`src/rtl/mem_exec_unit.sv`:
```
// Load/store execution stage: one LD/STR in flight, 2**ADDR_W x DATA_W data memory, CDB broadcast.
// Latency: MEM_LAT cycles in ACCESS, then BCAST until granted; a STR then waits for its ROB commit.
// Backpressure: issue_ready only in IDLE; cdb_req held with stable outputs until cdb_grant; flush port under MEM_EXEC_FLUSH_EN.
module mem_exec_unit #(
    parameter int MEM_LAT = 2,
    parameter int DATA_W  = 3,
    parameter int ADDR_W  = 2,
    parameter int ROB_W   = 2
) (
    input  logic              clk,
    input  logic              rst,
    input  logic              issue_valid,
    output logic              issue_ready,
    input  logic [2:0]        issue_opcode,
    input  logic [DATA_W-1:0] issue_val,
    input  logic [ADDR_W-1:0] issue_addr,
    input  logic [ROB_W-1:0]  issue_rob_idx,
    output logic              cdb_req,
    input  logic              cdb_grant,
    output logic [ROB_W-1:0]  cdb_rob_idx,
    output logic [DATA_W-1:0] cdb_val,
    output logic              cdb_is_store,
    input  logic              commit_en,
    input  logic [ROB_W-1:0]  commit_rob_idx,
`ifdef MEM_EXEC_FLUSH_EN
    input  logic              flush,
`endif
    input  logic [ADDR_W-1:0] dbg_addr,
    output logic [DATA_W-1:0] dbg_data
);

    localparam int         DEPTH    = 1 << ADDR_W;
    localparam logic [2:0] OP_LD    = 3'b101;
    localparam logic [2:0] OP_STR   = 3'b110;
    localparam logic [2:0] LAT_INIT = 3'(MEM_LAT - 1);

    typedef enum logic [1:0] {
        IDLE    = 2'd0,
        ACCESS  = 2'd1,
        BCAST   = 2'd2,
        ST_WAIT = 2'd3
    } state_t;

    state_t              state_q, state_d;
    logic [2:0]          cnt_q, cnt_d;
    logic                is_st_q, is_st_d;
    logic [DATA_W-1:0]   val_q, val_d;
    logic [ADDR_W-1:0]   addr_q, addr_d;
    logic [ROB_W-1:0]    tag_q, tag_d;
    logic [DATA_W-1:0]   cdb_val_q, cdb_val_d;
    logic                cdb_st_q, cdb_st_d;
    logic [DATA_W-1:0]   mem_q [DEPTH];
    logic                mem_we;
    logic                flush_act;

`ifdef MEM_EXEC_FLUSH_EN
    assign flush_act = flush;
`else
    assign flush_act = 1'b0;
`endif

    assign issue_ready  = (state_q == IDLE);
    assign cdb_req      = (state_q == BCAST);
    assign cdb_rob_idx  = tag_q;
    assign cdb_val      = cdb_val_q;
    assign cdb_is_store = cdb_st_q;
    assign dbg_data     = mem_q[dbg_addr];

    always_comb begin
        state_d   = state_q;
        cnt_d     = cnt_q;
        is_st_d   = is_st_q;
        val_d     = val_q;
        addr_d    = addr_q;
        tag_d     = tag_q;
        cdb_val_d = cdb_val_q;
        cdb_st_d  = cdb_st_q;
        mem_we    = 1'b0;
        case (state_q)
            IDLE: begin
                if (issue_valid && (issue_opcode == OP_LD || issue_opcode == OP_STR)) begin
                    is_st_d = (issue_opcode == OP_STR);
                    val_d   = issue_val;
                    addr_d  = issue_addr;
                    tag_d   = issue_rob_idx;
                    cnt_d   = LAT_INIT;
                    state_d = ACCESS;
                end
            end
            ACCESS: begin
                if (cnt_q == 3'd0) begin
                    cdb_val_d = is_st_q ? '0 : mem_q[addr_q];
                    cdb_st_d  = is_st_q;
                    state_d   = BCAST;
                end else begin
                    cnt_d = cnt_q - 3'd1;
                end
            end
            BCAST: begin
                if (cdb_grant) begin
                    state_d = is_st_q ? ST_WAIT : IDLE;
                end
            end
            ST_WAIT: begin
                if (commit_en && commit_rob_idx == tag_q) begin
                    mem_we  = 1'b1;
                    state_d = IDLE;
                end
            end
            default: state_d = IDLE;
        endcase
        // Flush outranks commit: a held store is dropped without touching memory.
        if (flush_act) begin
            state_d = IDLE;
            mem_we  = 1'b0;
        end
    end

    always_ff @(posedge clk) begin
        if (rst) begin
            state_q   <= IDLE;
            cnt_q     <= '0;
            is_st_q   <= 1'b0;
            val_q     <= '0;
            addr_q    <= '0;
            tag_q     <= '0;
            cdb_val_q <= '0;
            cdb_st_q  <= 1'b0;
            for (int i = 0; i < DEPTH; i++) begin
                mem_q[i] <= '0;
            end
        end else begin
            state_q   <= state_d;
            cnt_q     <= cnt_d;
            is_st_q   <= is_st_d;
            val_q     <= val_d;
            addr_q    <= addr_d;
            tag_q     <= tag_d;
            cdb_val_q <= cdb_val_d;
            cdb_st_q  <= cdb_st_d;
            if (mem_we) begin
                mem_q[addr_q] <= val_q;
            end
        end
    end

endmodule

```
`config.mk`:
```
export PLATFORM = sky130hd
export DESIGN_NAME = mem_exec_unit
export DESIGN_NICKNAME = d
export VERILOG_FILES = /design/src/rtl/mem_exec_unit.sv
export SDC_FILE = /design/constraint.sdc
export NUM_CORES = 1
export LEC_CHECK = 0
export CAP_MARGIN = 25
export CELL_PAD_IN_SITES_DETAIL_PLACEMENT = 1
export CELL_PAD_IN_SITES_GLOBAL_PLACEMENT = 1
export CORE_UTILIZATION = 43
export DETAILED_ROUTE_END_ITERATION = 8
export PLACE_DENSITY_LB_ADDON = 0.1
export SLEW_MARGIN = 30
export SYNTH_ARGS = -nofsm -noshare
export SYNTH_HDL_FRONTEND = slang
export SYNTH_SLANG_ARGS = --single-unit
```
`constraint.sdc`:
```
create_clock -name clk -period 2.2 [get_ports clk]
set_input_delay 0.22 -clock clk [delete_from_list [all_inputs] [get_ports clk]]
set_output_delay 0.22 -clock clk [all_outputs]
set_load 0.01 [all_outputs]
```
# [Word-level counts from Yosys, hierarchy flattened]
# Memories as Yosys holds them, arrays and structs flattened. A register that Yosys moved wholly into a read port is not among the register bits.
# Cells that the tools add are included.
[word_totals] register_bits=17 elab_cells=54 ramBits=12 n_memories=1
[memory_table] memory="mem_q" words=4 word_bits=3 read_ports=2 rd_ports_with_merged_regs=1 write_ports=4 line_no="52" source="logic [DATA_W-1:0] mem_q [DEPTH];"
[classes] eq_ne=11 reduce_logical=11 muxes=22 add_sub_neg=1
[op_table] cell="2-to-1 mux 2 bit" count=8
[op_table] cell="2-to-1 mux 3 bit" count=4
[op_table] cell="2-to-1 mux 1 bit" count=8
[op_table] cell="one-hot mux 2 bit (4 select lines)" count=1
[op_table] cell="== test 3 bit (second input constant)" count=2
[op_table] cell="inequality test 2 bit (second input constant)" count=3
[op_table] cell="one-hot mux 3 bit (2 select lines)" count=1
[op_table] cell="== test 2 bit (second input constant)" count=2
[op_table] cell="inequality test 2 x 1 -> 1 bit (second input constant)" count=2
[op_table] cell="AND reduction 2 bit" count=2
[op_table] cell="AND reduction 4 bit" count=1
[op_table] cell="logical NOT 3 bit" count=1
[op_table] cell="AND reduction 3 bit" count=1
[op_table] cell="OR reduction 3 bit" count=1
[op_table] cell="subtractor 3 x 1 -> 3 bit (second input constant)" count=1
[op_table] cell="== test 2 x 1 -> 1 bit (second input constant)" count=1
[op_table] cell="== test 2 bit" count=1
[op_table] cell="logical AND 1 bit" count=2
[op_table] cell="logical NOT 2 bit" count=1
[op_table] cell="nonzero test 2 bit" count=1
[op_table] cell="logical OR 1 bit" count=1

# [Longest topological paths before layout]
# Gate-level depths: netlist of the first run.
[depth] ltp_word=9 ltp_mapped=5 ltp_nobuf=5

# [Worst setup path before layout of the first run]
# No wires, ideal clock.
[synth_timing] path_type="register to register" start="register state_q[0]" end="memory mem_q[2][0] (enable)" required_time_ns=1.897 setup_time_ns=0.303 setup_slack_ns=0.854 arrival_ns=1.043 period_less_slack_ns=1.346 path_stages_with_launch=5 path_buffers=1 cell_sequence="dfxtp_1 > nand2_1 > and3b_1 > buf_2 > a41o_1"
[synth_rtl] element="from (decl)" line_no="44" source="state_t state_q, state_d;"
[synth_rtl] element="from (signal assigned)" line_no="133" source="state_q <= state_d;"
[synth_rtl] element="to (decl)" line_no="52"

# [Worst setup path in the final report of the first run]
[layout_timing] start="input dbg_addr[0]" end="output dbg_data[2]"
[layout_via] elab_chain_cells=1
[layout_lines] element="from (decl)" line_no="28" source="input logic [ADDR_W-1:0] dbg_addr,"
[layout_lines] element="memory read (4 x 3 bit)"
[layout_lines] element="to (decl)" line_no="29" source="output logic [DATA_W-1:0] dbg_data"
# No other way between the ends.

==> out/metrics.csv, run 1 <==
metric,value,unit
status,"finished, final reports clean",
hold_path.class,in -> reg,
cp-end-kind,output port,
dp_hpwl,2.648,mm
async_reset_ff_share,0,%
drtIter0Drc,44,
root_buffer,clkbuf_4,
maxCapViolations,0,
worstSetupStartpointType,primary input,
max_clock_freq,0.4891,GHz
swShare,24.97,%
period_share,92.94,%
routed_wl,3.404,mm
track_usage,19.89,%
postSynthCellCount,135,
dieArea,3855,sq um
crit_type,in -> out,
leakage,0.6614,nW
power.internal,0.0009743,W
grt_start_max_net_pins,22,
std_cell_rows,21,
cpMaxStageDelayCell,clkdlybuf4s50_1,
regArea,740.7,sq um
drc,0,
multi_input_area,729.5,sq um
cts_buffers,5,
place.gp.congestion,0.8503,
die_w,62.09,um
synth.avg_cell_area,11.50,sq um
synth.top_cell.area_share,24.50,%
ys_warn_count,0,
worstPathCellList,clkdlybuf4s50_1 -> mux4_2 -> clkdlybuf4s50_1,
switchingPower,0.0003242,W
vias,1158,
clk_path_buf_depth,2,
drive_gt1_share,15.57,%
dr.pass1.iters,4,
cpMostUsedCell,clkdlybuf4s50_1,
htree_levels,2,
worstPathMaxFanout,3,
pwr-share-seq,50.5,%
required,1.98,ns
clk_latency,0.32,ns
holdWs,0.4539,ns
layout_min_cycle_time,2.045,ns
die_h,62.09,um
ys_ff_latch,31,
areaGrowthSynthToFinish,25.62,%
grt.overflow.total,0,
cts.clk_slew.worst_paths,0.09,ns
cts_setup_buffers,0,
grt_setup_unrepaired,false,
grt_pass1_wl,5.223,mm
wl_per_cell,15.98,um
synth-edff-count,12,
comb_power_share,16.9,%
fin_nets,187,
avgViaCountPerCell,5.437,
seq_area_frac_synth,47.70,%
layout_commonest_cell,clkdlybuf4s50_1,
antenna_found_initial,0,
drv_slew,0,
tightest_slew,0.4288,ns
io_pins,30,
critPathMaxStageDelay,0.57,ns
vdd_drop_max,387.5,uV
antenna_cells,0,
initial_utilization,45.81,%
yosysTopAreaCell,dfxtp_1,
fill_cells,365,
postCtsHoldBufs,0,
final_cell_mix,"clkdlybuf4s50_1, nand2_1, dfxtp_1",
clockPowerShare,32.6,%
finalClockSkew,0.008764,ns
setup_viol,0,
fin_tns_setup,0,ns
powerDensity,665.7,nW/um^2
drtAntennaViolNets,0,
core,3390,sq um
maxSlewHeadroom,71.37,%
synth_nets,156,
cts_tree,built,
final_hold_viol_count,0,
critPathArrivalTime,1.82,ns
netlist_area,1553,sq um
io_buffers,29,
synth.distinct_cells,38,
synth_area_leaders,"dfxtp_1, edfxtp_1, mux4_2",
clkSinkCount,31,
ys_dominant_reg_cell,dfxtp_1,
cts_resized,0,
grt_pass1_vias,1139,
-- power by group through the flow --
stage / Clock [W] / Sequential [W] / Combinational [W]
after floorplan: 0 / 0.000657 / 0.000131
after global placement: 0 / 0.000667 / 0.000208
after detailed placement: 0 / 0.000669 / 0.000220
after CTS: 0.000434 / 0.000656 / 0.000222
after global routing: 0.000463 / 0.000662 / 0.000239
final: 0.000424 / 0.000656 / 0.000219
-- cell usage after synthesis (all sizes together) (2+ instances only) --
library cell and number:
dfxtp 19, a21oi 2, ha 2, nor3 4, nor2 5, nor4 7
mux4 6, o31a 2, o21ai 2, a32o 3, nor2b 2, buf 6
or4 2, nand2 21, mux2i 8, edfxtp 12, a41o 4, nand4b 2
clkbuf 2, inv 9, xnor2 3
-- cells by family (layout without fill, tap and decap cells) --
logic type,Yosys count,in the layout,synth area share [%]
and+or+nand+nor,50,50,20.39
DFF,31,31,47.70
AOI/OAI and AO/OA,18,18,9.428
buffers and inverters,17,49,5.318
muxes,14,14,13.86
xor gates and xnor gates,3,3,1.692
adders and majority gates,2,2,1.611
-- critical path, delay by kind of cell --
family / cells / cell delay (ns)
multiplexers: 1 / 0.53
buffers and inverters: 2 / 1.07
-- metrics by stage --
stage          cells  worst slack (ns)  power (W)  util [%]  area (sq um)
2_1_floorplan    135            0.8543  0.0007881         -          1553
3_3_place_gp     205            0.1849  0.0008744     55.30          1874
3_5_place_dp     205            0.1408  0.0008885     55.30          1874
4_1_cts          213            0.1360   0.001311     57.55          1951
5_1_grt          213           0.07408   0.001363     57.55          1951
6_report         213            0.1552   0.001298     57.55          1951
-- state kept, by name, indices dropped and copies added (netlist names), named ones only --
name,cells
cdb_rob_idx,2
mem_q,12
is_st_q,1
addr_q,2
state_q,2
val_q,3
cnt_q,3
cdb_is_store,1
cdb_val,3
-- routing by layer --
layer	track usage, %	wire length (um)	up-vias
met5	0	0	-
met4	6.667	28	0
met3	5.590	138	2
met2	36.17	1825	32
met1	22.16	1411	559
li1	-	-	565
-- final timing paths --
path / startpoint / end / slack (ns) / cells past startpoint
max reg2reg: state_q[0] / mem_q[0][0] / 0.62 / 3
min reg2reg: val_q[2] / val_q[2] / 0.46 / 2
max: dbg_addr[0] / dbg_data[2] / 0.16 / 3
min: issue_val[2] / val_q[2] / 0.45 / 3
-- final cells by class --
class                   instances  share of cell area [%]
clock buffers                   5                   1.924
clock inverters                 3                   1.988
inverters                       9                   1.732
multi-input cells              87                   37.40
flip-flops and latches         31                   37.97
well taps                      46                   2.951
repair buffers                 32                   16.04
Power figures use the tool's default switching activity.
==> run 2: changes to the inputs <==
--- a/config.mk
+++ b/config.mk
@@ -9,6 +9,7 @@
 export CELL_PAD_IN_SITES_DETAIL_PLACEMENT = 1
 export CELL_PAD_IN_SITES_GLOBAL_PLACEMENT = 1
 export CORE_UTILIZATION = 43
+export CTS_CLUSTER_SIZE = 16
 export DETAILED_ROUTE_END_ITERATION = 8
 export PLACE_DENSITY_LB_ADDON = 0.1
 export SLEW_MARGIN = 30
==> results of run 2 <==
Same layout as run 1: the final DEF is identical, and so are final timing and power.
==> variant 1 (settings of run 2) <==
Reset style: asynchronous (`rst`), changed in one clocked block.
--- a/src/rtl/mem_exec_unit.sv
+++ b/src/rtl/mem_exec_unit.sv
@@ -118,3 +118,3 @@
 
-    always_ff @(posedge clk) begin
+    always_ff @(posedge clk or posedge rst) begin
         if (rst) begin
Formal check against the unedited RTL: differs if rst is asserted again (counterexample within 4 cycles, from zero or initial values and one cycle with rst high); with rst held inactive, the same outputs for 10 cycles.
==> variant 1 against run 2 <==
  * Wire length down 10%
  * Synthesized area down 4.2%
  * Fmax down 1.0%
  * Non-clock buffer count down 2
  * Final area down 3.8%
  * Worst setup slack worse by 21 ps
  * Critical path depth unchanged
  * Utilization up 1.5 points
  * Clock skew down 1.6 ps
  * Sequential cell count down 2
Power is not compared: it rests on default switching activity, and its combinational part moved more than twofold at a synthesized area within 25%.
==> variant 1: results (changes against run 2) <==
stage;metric;value;unit;change
worst_setup_path;R2R Setup Slk;500;ps;-120 ps
place;placed cells;179;;-13%
drt;DRT iter0 DRCs;47;;+6.8%
global_routing;first-pass GRT wire length;4890;um;-6.5%
worst_setup_path;worst reg2reg endpoint;mem_q[11];;
worst_setup_path;worst reg-to-reg path cell count;4;;+1
global_routing;vias in the first global route;1051;;-7.7%
synthesis;Synth Area in Adders;0.0168;;+0.000705
synthesis;YS warnings;0;;unchanged
power_and_ir_drop;Seq. pwr;1.02;mW;
global_routing;met1 GRT Util;0.233;;+0.0111
worst_setup_path;WP data arrival;1850;ps;+30 ps
global_routing;GRT met2 Usage;0.309;;-0.0524
layout;Layout Nets;163;;-13%
sta;final cycle utilization of the critical path;0.939;;+0.00965
place;HPWL Detailed;2330;um;-12%
synthesis;top cells by count, synth;dfrtp_1 (29), mux2_2 (17), nand2_1 (9), mux4_2 (6);;
sta;clock skew;7.15;ps;-1.62 ps
drt;DR pass1 iterations;3;;-1
worst_setup_path;largest fanout on the critical path;3;;unchanged
layout;Non-Filler Instances;187;;-12%
drt;DR top layer;met4;;
layout;filler instances;345;;-5.5%
power_and_ir_drop;worst vdd ir;0.000608;V;
synthesis;syn_area_per_cell;13.5;um^2;+18%
global_routing;total global routing track utilization;0.190;;-0.00858
layout;ratio of cells with drive above 1 in the final layout;0.308;;+0.152
clocking;postcts setup bufs;0;;unchanged
layout;Most flops, register;mem_q;;
synthesis;Post-synth ARST share;1.00;;+1.00
worst_setup_path;delay of the slowest critical-path stage;580;ps;
drt;vias per cell;5.37;;-1.1%
clocking;clk_lat worst skew;330;ps;
worst_setup_path;reg-to-reg critical path startpoint;state_q[0];;
place;Final Wtd Congestion;0.802;;-5.7%
synthesis;Unique masters post-synth;32;;-16%
global_routing;M3 GR Usage;0.0640;;+0.00807
sta;Slew @ Worst Pin;494;ps;+65.0 ps
place;pre-CTS setup slack;119;ps;-22.2 ps
synthesis;XOR/XNOR share of the synthesized area;0.0278;;+0.0108
drt;routed wl met3;120;um;-13%
sta;hold_ws;263;ps;-191 ps
run_status;outcome;finished clean;;
synthesis;register area share after synthesis;0.488;;+0.0108
drt;DR WL/cell;16.4;um;+2.4%
drt;Metal-1 WL;1340;um;-5.2%
synthesis;mux contribution to synthesized area;0.250;;+0.111
synthesis;syn nets;131;;-16%
drt;routed length on met2;1560;um;-15%
global_routing;largest net degree at the start of global routing;30;;+36%
synthesis;synth top area cells;dfrtp_1 (49%), mux2_2 (13%), mux4_2 (9.1%);;
synthesis;complex-gate fraction of the synthesized area;0.0681;;-0.0262
worst_hold_path;Hold Crit Class;in2async;;
==> variant 1: changes by cell type in the layout (fill, tap and decap cells not counted), sizes merged, moves of 8 or more <==
cell / run 2 / this run
mux2: 0 / 20
mux2i: 8 / 0
edfxtp: 12 / 0
nand2: 21 / 9
dfxtp: 19 / 0
dfrtp: 0 / 29
==> variant 1: through the flow <==
stage / area [um^2] / power [mW]
after detailed placement: 1810 / 1.97
after CTS: 1880 / 2.35
after global routing: 1880 / 2.49
after global placement: 1810 / 1.90
final: 1880 / 2.32
after floorplan: 1490 / 1.62
==> variant 1: worst max-delay path by stage <==
stage	start	endpoint	cells after the start
after global placement	dbg_addr[0]	dbg_data[2]	3
after detailed placement	dbg_addr[0]	dbg_data[1]	3
after global routing	dbg_addr[0]	dbg_data[1]	3
after floorplan	cdb_rob_idx[0]	mem_q[10]	4
after CTS	dbg_addr[0]	dbg_data[1]	3
final	dbg_addr[0]	dbg_data[1]	3
==> variant 1: cells by family (layout without fill, tap and decap cells) <==
| group | after synthesis | in the layout |
|---|---|---|
| AO/OA/AOI/OAI | 14 | 14 |
| AND/OR/NAND/NOR | 27 | 27 |
| buffers and inverters | 9 | 42 |
| flip-flops | 29 | 29 |
| XOR/XNOR | 3 | 3 |
| multiplexers | 26 | 26 |
| adder cells (fa/ha/maj) | 2 | 2 |
==> variant 1: worst reg2reg max path, stage by stage, from the launching register on <==
cell and delay (ps):
dfrtp_1 530, and3_4 260, nand3_4 100, or3_4 390, mux2_4 310
==> variant 1: area by class of cell <==
type,count,area [um^2],share of cell area
repair buffers,30,298,0.159
well taps,44,55.1,0.0293
inverters,4,15.0,0.00800
clock inverters,1,5.00,0.00267
flip-flops and latches,29,726,0.387
clock buffers,7,65.1,0.0347
multi-input cells,72,713,0.380
==> variant 2 (config.mk and constraints of run 2) <==
Made on the original files. Add a define of `MEM_EXEC_FLUSH_EN`.
--- a/src/rtl/mem_exec_unit.sv
+++ b/src/rtl/mem_exec_unit.sv
@@ -3,2 +3,4 @@
 // Backpressure: issue_ready only in IDLE; cdb_req held with stable outputs until cdb_grant; flush port under MEM_EXEC_FLUSH_EN.
+`define MEM_EXEC_FLUSH_EN
+
 module mem_exec_unit #(
Ports: changed (added flush); port bits go from 30 to 31. No check against the original RTL was run, so the function may have changed too.
==> variant 2 against run 2 <==
  * Die area is 1.0% lower
  * Wire length increased by 5.0%
  * Highest routed layer unchanged
  * Via count increased by 2.4%
  * Sequential cell count unchanged
  * Total power shrank 14%
  * Synthesized area fell by 1.0%
  * Worst setup slack gained 26 ps
  * Clock skew grew 7.4 ps
  * Final area down 0.19%
  * Combinational power down 35%
  * Final cell count up 0.47%
  * Critical path type unchanged
  * Clock power shrank 19%
==> variant 2: results (changes against run 2) <==
stage;metric;value;unit;change
run_status;outcome;finished clean;;
synthesis;Post-synth ARST share;0;;unchanged
worst_setup_path;critical path endpoint;dbg_data[1];;
global_routing;GRT met2 Usage;0.387;;+0.0254
place;Final Wtd Congestion;0.856;;+0.68%
drt;Total Wirelength;3570;um;+5.0%
sta;hold_ws;448;ps;-5.41 ps
worst_hold_path;Hold Path End;val_q[2];;
global_routing;M3 GR Usage;0.0600;;+0.00414
global_routing;vias in the first global route;1198;;+5.2%
sta;Worst slew margin;0.600;;-0.114
power_and_ir_drop;Leak Pwr;0.667;nW;+0.78%
worst_setup_path;reg-to-reg critical path startpoint;state_q[1];;
power_and_ir_drop;sequential power share;0.563;;+0.058
drt;vias per cell;5.54;;+1.9%
worst_setup_path;Slowest cell on crit path;clkdlybuf4s50_1;;
global_routing;met1 GRT Util;0.237;;+0.0153
sta;final setup margin;181;ps;+26.2 ps
place;pre-CTS setup slack;169;ps;+28.3 ps
place;HPWL Detailed;2760;um;+4.3%
layout;ratio of cells with drive above 1 in the final layout;0.161;;+0.00503
power_and_ir_drop;PD cells;573;mW/mm^2;-14%
worst_setup_path;R2R Setup Slk;440;ps;-180 ps
synthesis;Unique masters post-synth;35;;-7.9%
sta;clock skew;16.1;ps;+7.38 ps
global_routing;first-pass GRT wire length;5620;um;+7.7%
place;port bufs;30;;+3.4%
global_routing;largest net degree at the start of global routing;21;;-4.5%
synthesis;top cells by count, synth;dfxtp_1 (19), nand2_1 (18), edfxtp_1 (12), inv_1 (9), mux2i_1 (9);;
place;placed cells;206;;+0.49%
synthesis;register area share after synthesis;0.482;;+0.00505
layout;Layout Nets;189;;+1.1%
synthesis;synth top area cells;dfxtp_1 (25%), edfxtp_1 (23%), mux4_2 (8.8%);;
power_and_ir_drop;comb pwr;0.143;mW;-35%
drt;DRT iter0 DRCs;36;;-18%
synthesis;synthesized instance count;134;;-0.74%
power_and_ir_drop;Int Pwr;0.846;mW;-13%
worst_setup_path;worst reg2reg endpoint;mem_q[0][2];;
worst_setup_path;WP data arrival;1800;ps;-20 ps
synthesis;most common cell in the netlist;dfxtp_1;;
power_and_ir_drop;worst vdd ir;0.000316;V;-19%
drt;DR WL/cell;16.7;um;+4.5%
place;Post-DP Area;0.00189;mm^2;+0.67%
==> variant 2: kinds of logic after synthesis <==
| group | count (synthesis) | share of synthesized area |
|---|---|---|
| simple gates | 49 | 0.196 |
| flops | 31 | 0.482 |
| compound gates | 18 | 0.0969 |
| buf+inv | 16 | 0.0448 |
| mux | 15 | 0.147 |
| xor+xnor | 3 | 0.0171 |
| fa+ha+maj | 2 | 0.0163 |
==> variant 2: routing by layer <==
metal / routed length, um / part of all wire
met2: 1830 / 0.51
met3: 121 / 0.034
met5: 0 / 0
met1: 1550 / 0.43
met4: 72 / 0.020
==> variant 2: final cells by class <==
| cell class | instances | area [um^2] |
|---|---|---|
| well taps | 46 | 57.6 |
| flip-flops and latches | 31 | 741 |
| clock inverters | 1 | 5.00 |
| multi-input cells | 87 | 732 |
| repair buffers | 33 | 323 |
| inverters | 9 | 33.8 |
| fillers | 369 | 1440 |
| clock buffers | 7 | 55.1 |
